**src/rtl/lut_m_cfg_loader.sv**
```systemverilog
// Serial LSB-first config loader: deserialises MEM_SIZE-bit frames and commits each to one of FRAMES LUTs.
// Optional even-parity check per frame when LUT_CFG_PARITY_EN is defined.
module lut_m_cfg_loader #(
    parameter int INPUTS   = 4,
    parameter int MEM_SIZE = 2**INPUTS,
    parameter int FRAMES   = 4
) (
    input  logic                config_clk,
    input  logic                config_rst,
    input  logic                cfg_start,
    input  logic                cfg_bit,
    input  logic                cfg_valid,
    output logic                cfg_ready,
    output logic [MEM_SIZE-1:0] config_data,
    output logic [FRAMES-1:0]   config_en,
    output logic                cfg_done,
    output logic                cfg_err
);

    localparam int BW = $clog2(MEM_SIZE + 1);
    localparam int FW = (FRAMES > 1) ? $clog2(FRAMES) : 1;

`ifdef LUT_CFG_PARITY_EN
    typedef enum logic [2:0] {IDLE, SHIFT, PAR, COMMIT, DONE} state_t;
`else
    typedef enum logic [2:0] {IDLE, SHIFT, COMMIT, DONE} state_t;
`endif

    state_t              state;
    state_t              next_state;
    logic [MEM_SIZE-1:0] sr;
    logic [BW-1:0]       bitcnt;
    logic [FW-1:0]       frame;
    logic                done_q;
    logic                xfer;
    logic                last_bit;
    logic                last_frame;
`ifdef LUT_CFG_PARITY_EN
    logic                err_q;
    logic                parity_ok;
    assign parity_ok = ~(^sr ^ cfg_bit);
`endif

    assign xfer       = cfg_valid & cfg_ready;
    assign last_bit   = (bitcnt == BW'(MEM_SIZE - 1));
    assign last_frame = (frame == FW'(FRAMES - 1));

    always_ff @(posedge config_clk) begin
        if (config_rst) state <= IDLE;
        else            state <= next_state;
    end

    always_comb begin
        next_state = state;
        case (state)
            IDLE:   if (cfg_start) next_state = SHIFT;
            SHIFT: begin
                if (cfg_start) next_state = SHIFT;
`ifdef LUT_CFG_PARITY_EN
                else if (xfer && last_bit) next_state = PAR;
`else
                else if (xfer && last_bit) next_state = COMMIT;
`endif
            end
`ifdef LUT_CFG_PARITY_EN
            PAR: begin
                if (cfg_start) next_state = SHIFT;
                else if (xfer) next_state = parity_ok ? COMMIT : DONE;
            end
`endif
            COMMIT: next_state = last_frame ? DONE : SHIFT;
            DONE:   if (cfg_start) next_state = SHIFT;
            default: next_state = IDLE;
        endcase
    end

    // config_data is loaded on the edge that enters COMMIT so it lines up with the config_en pulse.
    always_ff @(posedge config_clk) begin
        if (config_rst) begin
            sr          <= '0;
            bitcnt      <= '0;
            frame       <= '0;
            done_q      <= 1'b0;
            config_data <= '0;
`ifdef LUT_CFG_PARITY_EN
            err_q       <= 1'b0;
`endif
        end else begin
            case (state)
                IDLE, DONE: begin
                    if (cfg_start) begin
                        bitcnt <= '0;
                        frame  <= '0;
                        done_q <= 1'b0;
`ifdef LUT_CFG_PARITY_EN
                        err_q  <= 1'b0;
`endif
                    end
                end
                SHIFT: begin
                    if (cfg_start) begin
                        bitcnt <= '0;
                        frame  <= '0;
                    end else if (xfer) begin
                        sr     <= {cfg_bit, sr[MEM_SIZE-1:1]};
                        bitcnt <= bitcnt + BW'(1);
`ifndef LUT_CFG_PARITY_EN
                        if (last_bit) config_data <= {cfg_bit, sr[MEM_SIZE-1:1]};
`endif
                    end
                end
`ifdef LUT_CFG_PARITY_EN
                PAR: begin
                    if (cfg_start) begin
                        bitcnt <= '0;
                        frame  <= '0;
                    end else if (xfer) begin
                        if (parity_ok) begin
                            config_data <= sr;
                        end else begin
                            err_q  <= 1'b1;
                            done_q <= 1'b1;
                        end
                    end
                end
`endif
                COMMIT: begin
                    if (last_frame) begin
                        done_q <= 1'b1;
                    end else begin
                        frame  <= frame + FW'(1);
                        bitcnt <= '0;
                    end
                end
                default: ;
            endcase
        end
    end

    always_comb begin
        config_en = '0;
        cfg_ready = 1'b0;
        case (state)
            SHIFT:  cfg_ready = 1'b1;
`ifdef LUT_CFG_PARITY_EN
            PAR:    cfg_ready = 1'b1;
`endif
            COMMIT: config_en[frame] = 1'b1;
            default: ;
        endcase
        cfg_done = done_q;
`ifdef LUT_CFG_PARITY_EN
        cfg_err = err_q;
`else
        cfg_err = 1'b0;
`endif
    end

endmodule
```
**config.mk**
```make
export PLATFORM = sky130hd
export DESIGN_NAME = lut_m_cfg_loader
export DESIGN_NICKNAME = d
export VERILOG_FILES = /design/src/rtl/lut_m_cfg_loader.sv
export SDC_FILE = /design/constraint.sdc
export NUM_CORES = 1
export LEC_CHECK = 0
export CAP_MARGIN = 10
export CORE_MARGIN = 5
export CORE_UTILIZATION = 52
export CTS_CLUSTER_DIAMETER = 30
export DETAILED_ROUTE_END_ITERATION = 16
export MAX_ROUTING_LAYER = met4
export PLACE_DENSITY = 0.89
export SYNTH_ARGS = -nofsm -noshare
export SYNTH_HDL_FRONTEND = slang
export SYNTH_SLANG_ARGS = --single-unit
```
**constraint.sdc**
```tcl
create_clock -name config_clk -period 2 [get_ports config_clk]
set_input_delay 0.6 -clock config_clk [delete_from_list [all_inputs] [get_ports config_clk]]
set_output_delay 0.6 -clock config_clk [all_outputs]
set_load 0.02 [all_outputs]
```
Word-level counts from Yosys, hierarchy flattened
Cells that the tools add are included.
{"block": "totals", "ff_bits": 43, "elab_cells": 57}
{"block": "classes", "n_addsub": 2, "magnitude_cmp": 2, "n_eq_ne": 11, "mux": 20, "n_bitwise": 2, "reduce_logical": 14}
{"cell": "$mux 5", "n": 4}
{"cell": "$pmux 5 s3", "n": 1}
{"cell": "$mux 3", "n": 3}
{"cell": "$pmux 3 s3", "n": 1}
{"cell": "$reduce_and 3->1", "n": 3}
{"cell": "$reduce_and 4->1", "n": 2}
{"cell": "$eq 3x2->1 const B", "n": 2}
{"cell": "$mux 2", "n": 3}
{"cell": "$ne 3x3->1 const B", "n": 2}
{"cell": "$add 5x1->5 const B", "n": 1}
{"cell": "$eq 5x4->1 const B", "n": 1}
{"cell": "$mux 1", "n": 4}
{"cell": "$mux 4", "n": 1}
{"cell": "$ne 2x1->1 const B", "n": 2}
{"cell": "$ne 2x2->1 const B", "n": 2}
{"cell": "$pmux 2 s2", "n": 1}
{"cell": "$reduce_bool 2->1", "n": 2}
{"cell": "$eq 3x1->1 const B", "n": 1}
{"cell": "$logic_not 3->1", "n": 1}
{"cell": "$lt 2x3->1 const B", "n": 1}
{"cell": "$reduce_bool 3->1", "n": 1}
{"cell": "$reduce_or 3->1", "n": 1}
{"cell": "$add 2x1->2 const B", "n": 1}
{"cell": "$demux 1 s2", "n": 1}
{"cell": "other kinds (8)", "n": 9}

Logic depth before layout (Yosys ltp)
Gate-level depths: netlist of run 1.
{"block": "logic_depth", "ltp_word": 7, "mapped_depth": 8, "ltp_nobuf": 7}

Worst setup path before layout of run 1
No wires, ideal clock.
{"block": "synth_path", "kind": "reg2reg", "start": "register state[1]", "end": "register config_data[10]", "setup_time_ns": 0.132, "arrival_ns": 1.447, "required_ns": 1.868, "setup_slack_ns": 0.421, "stages_incl_launch_ff": 8, "path_buffers": 1, "synth_period_minus_slack_ns": 1.579, "path_cell_list": "dfxtp_1 inv_1 ha_1 nor2b_4 nand3_1 buf_2 nand2_1 a21oi_1"}
{"block": "synth_between", "elab_chain_len": 4}
{"element": "from (decl)", "line": "29", "source": "state_t state;"}
{"element": "from (signal assigned)", "line": "50", "source": "else state <= next_state;"}
{"element": "$eq 3x1->1", "line": "143", "source": "case (state)"}
{"element": "$mux 1", "line": "143"}
{"element": "via cfg_ready", "line": "13", "source": "output logic cfg_ready,"}
{"element": "$and 1x1->1", "line": "44", "source": "assign xfer = cfg_valid & cfg_ready;"}
{"element": "$reduce_and 4->1 (no line)"}
{"element": "to (signal assigned)", "line": "108", "source": "if (last_bit) config_data <= {cfg_bit, sr[MEM_SIZE-1:1]};"}
{"element": "to (decl)", "line": "14", "source": "output logic [MEM_SIZE-1:0] config_data,"}
The timed path passes the listed nets, and every way through them passes these cells.
A chain may end at the register's enable or synchronous reset.

Worst setup path after layout of run 1
{"block": "layout_path", "start": "register config_data[12]", "end": "output port config_data[12]"}
No word-level cell between the ends.

==> summary.md, run 1 <==
| Metric | Value |
|---|---|
| PortBufs | `26` |
| Pwr dens | `661 mW/mm^2` |
| H-Tree Depth | `2` |
| Synth area leaders | `dfxtp_1 46%, nand2_1 15%, a21oi_1 11%` |
| YS warnings | `0` |
| Fin util | `65.7%` |
| Final Wtd Congestion | `0.846` |
| Final-report hold violation count | `0` |
| Crit-path max FO | `2` |
| Max incr delay on CP | `0.63 ns` |
| Hold Path Class | `flip-flop to flip-flop` |
| Initial Util | `53.4%` |
| Final Skew | `0.0104 ns` |
| Post-synthesis mux area share | `1.13%` |
| Period Utilization, post-route | `97.2%` |
| Die Y | `68.3 microns` |
| First-pass GRT wire length | `5.98 mm` |
| Largest net degree at the start of global routing | `37` |
| Cell Chain, Critical Path | `clkdlybuf4s50_1` |
| CTS tree | `yes` |
| TritonCTS buffer count | `5` |
| Worst path required time | `1.40 ns` |
| R2R depth | `8` |
| Vias per inst | `4.98` |
| Simple-gate share of the synthesized area | `24.1%` |
| Post-CTS setup buffer count | `0` |
| CTS max path bufs | `2` |
| Die W | `68.3 microns` |
| Most area-hungry cell type in the Yosys netlist | `dfxtp_1` |
| Setup crit start kind | `flip-flop` |
| Hold Buf Count CTS | `0` |
| Critical R2R Capture | `sr[1]$_SDFFE_PP0P_` |
| Register area share after synthesis | `46.4%` |
| Commonest non-fill, non-tap cell in the layout | `nand2_1` |
| Diodes inserted | `0` |
| Post-Synthesis Cell Area | `0.00177 sq mm` |
| Critical path depth | `1` |
| Commonest non-fill, non-tap cells in the layout | `70 x nand2_1, 39 x a21oi_1, 38 x dfxtp_1` |
| # Max-Cap Violations | `0` |
| First-pass DRT Iterations | `5` |
| Initial antenna violation count | `0` |
| Synthesis-to-layout area growth | `23.1%` |
| Area share of the largest cell type after synthesis | `46.4%` |
| Routed wire length | `3.46 mm` |
| GR Util All Layers | `17.4%` |
| Crit path time final | `1.94 ns` |
| Slew Viols, Final | `0` |
| Vias in the first global route | `1,373` |
| Yosys cell types | `30` |
| Post-Synth Adder-Cell Area | `7.08%` |
| Fmax | `514 MHz` |
| WP data arrival | `1.34 ns` |
| Main combinational cell family by area after synthesis | `simple AND/OR/NAND/NOR gates` |
| Share of cells above drive strength 1 | `12.2%` |
| DRC violations left | `0` |
| Hpwl dp | `2.29 mm` |
| Core ar. | `0.00331 sq mm` |
| Buf+Inv Stages, Crit Path | `1` |
| # clock sinks | `41` |
| Xor/xnor share of the synthesized area | `0%` |
| Initial DRC count | `82` |
| Register bit count reported by yosys | `41` |
| FF-to-FF Start | `state[1]$_SDFFE_PP0P_` |
| Clk slew on worst S/H paths | `0.11 ns` |
| # rows | `21` |
| Critical path origin | `config_data[12]$_SDFFE_PP0P_` |
| Compound-gate portion of the synthesized area | `15.4%` |
| DR WL/cell | `11.5 microns` |
| Syn Area/Cell | `8.00 sq um` |
| Worst R2R Setup Slack | `0.27 ns` |
| Count of final setup violators | `0` |
| Syn Inst Count | `221` |
| Crit path max-delay family | `buffers and inverters` |
| Setup tns final | `0 ns` |
| Antenna Nets Post-Route | `0` |
| Total gr overflow | `0` |
| Clock Root Buffer | `clkbuf_4` |
| Worst-skew pair later-pin latency | `0.35 ns` |
| Critical Path End | `config_data[12]` |
| Unrepaired setup endpoints after global routing | `no` |
| Crit Path Category | `flip-flop to primary output` |
| CP max stage cell | `clkdlybuf4s50_1` |
| Die area | `0.00467 sq mm` |
| Via Count | `1,494` |
| Critical path capture point type | `primary output` |
| Final layout net count | `269` |
| Worst VDD drop | `0.000526 V` |
| Pleak | `0.806 nW` |
| # IOs | `28` |
| Status | `complete, no violations` |
| Synthesized Nets | `236` |
-- worst min-delay path by stage --
stage,from,end,slack [ns],cells past startpoint
final,config_data[5]$_SDFFE_PP0P_,config_data[5]$_SDFFE_PP0P_,0.46,2
after global routing,config_data[2]$_SDFFE_PP0P_,config_data[2]$_SDFFE_PP0P_,0.48,2
after CTS,config_data[5]$_SDFFE_PP0P_,config_data[5]$_SDFFE_PP0P_,0.46,2
after detailed placement,config_data[5]$_SDFFE_PP0P_,config_data[5]$_SDFFE_PP0P_,0.45,2
after global placement,config_data[4]$_SDFFE_PP0P_,config_data[4]$_SDFFE_PP0P_,0.44,2
after floorplan,sr[1]$_SDFFE_PP0P_,config_data[0]$_SDFFE_PP0P_,0.43,2
-- stage by stage --
stage / setup WS, ns / cells / area, sq um / total power [mW] / hold WS [ns]
2_1_floorplan: 0.421 / 221 / 1770 / 0.969 / 0.432
3_3_place_gp: -0.00631 / 293 / 2120 / 1.03 / 0.444
3_5_place_dp: -0.0473 / 293 / 2120 / 1.03 / 0.446
4_1_cts: -0.00341 / 300 / 2200 / 1.45 / 0.462
5_1_grt: 0.00849 / 300 / 2180 / 1.52 / 0.479
6_report: 0.0556 / 300 / 2180 / 1.44 / 0.458
-- metal layers --
metal  wire length (microns)  track usage [%]
met5                       0                -
met3                     170             5.09
met2                    1560             26.2
met1                    1670             21.7
met4                      61             7.44
-- synthesized netlist by cell type (all sizes together) --
library cell and n:
a21oi 39, nor3b 1, a31oi 2, nand4b 1, nor3 5, nand3 2
a22oi 1, nor2b 1, a311oi 1, ha 10, buf 9, o21ai 5
nor2 5, clkbuf 3, nand2b 2, or2b 1, a21o 1, and2 5
inv 8, nand2 70, conb 1, a41oi 1, mux2i 2, and3 2
o22ai 1, dfxtp 41, and4b 1
-- area by class of cell --
| type | instances | area, sq um |
|---|---|---|
| fillers | 311 | 1130 |
| repair buffers | 38 | 340 |
| inverters | 8 | 30.0 |
| clock inverters | 1 | 7.51 |
| multi-input cells | 160 | 860 |
| well taps | 46 | 57.6 |
| clock buffers | 6 | 51.3 |
| flip-flops and latches | 41 | 830 |
-- state kept, by name (all words and copies together) (netlist names) --
| name | count |
|---|---|
| config_data | 16 |
| sr | 15 |
| cfg_done | 1 |
| frame | 2 |
| state | 2 |
| bitcnt | 5 |
-- report_power, final --
part	total (mW)	switching, mW	internal, mW
combinational	0.184	0.105	0.0789
sequential	0.829	0.00645	0.823
clock	0.425	0.261	0.165
total	1.44	0.372	1.07
-- kinds of logic (layout without fill, tap and decap cells) --
family,count (synthesis),count (layout)
AND/OR/NAND/NOR,96,96
AO/OA/AOI/OAI,51,51
flip-flops,41,41
buffers and inverters,20,53
adder cells (fa/ha/maj),10,10
multiplexers,2,2
other,1,1
-- timing repair --
item / 4_1_cts / 5_1_grt
gates resized for setup: 20 / 9
setup endpoints to repair: 5 / 15
endpoints found under the hold margin: 0 / 0
gates cloned: 0 / 0
Note: power is estimated with default switching activity, not from simulation.
==> inputs of run 2 (changes only) <==
CTS_CLUSTER_SIZE = 40   (was unset)
==> results of run 2 <==
The final DEF is identical to that of run 1; final timing and power are the same.
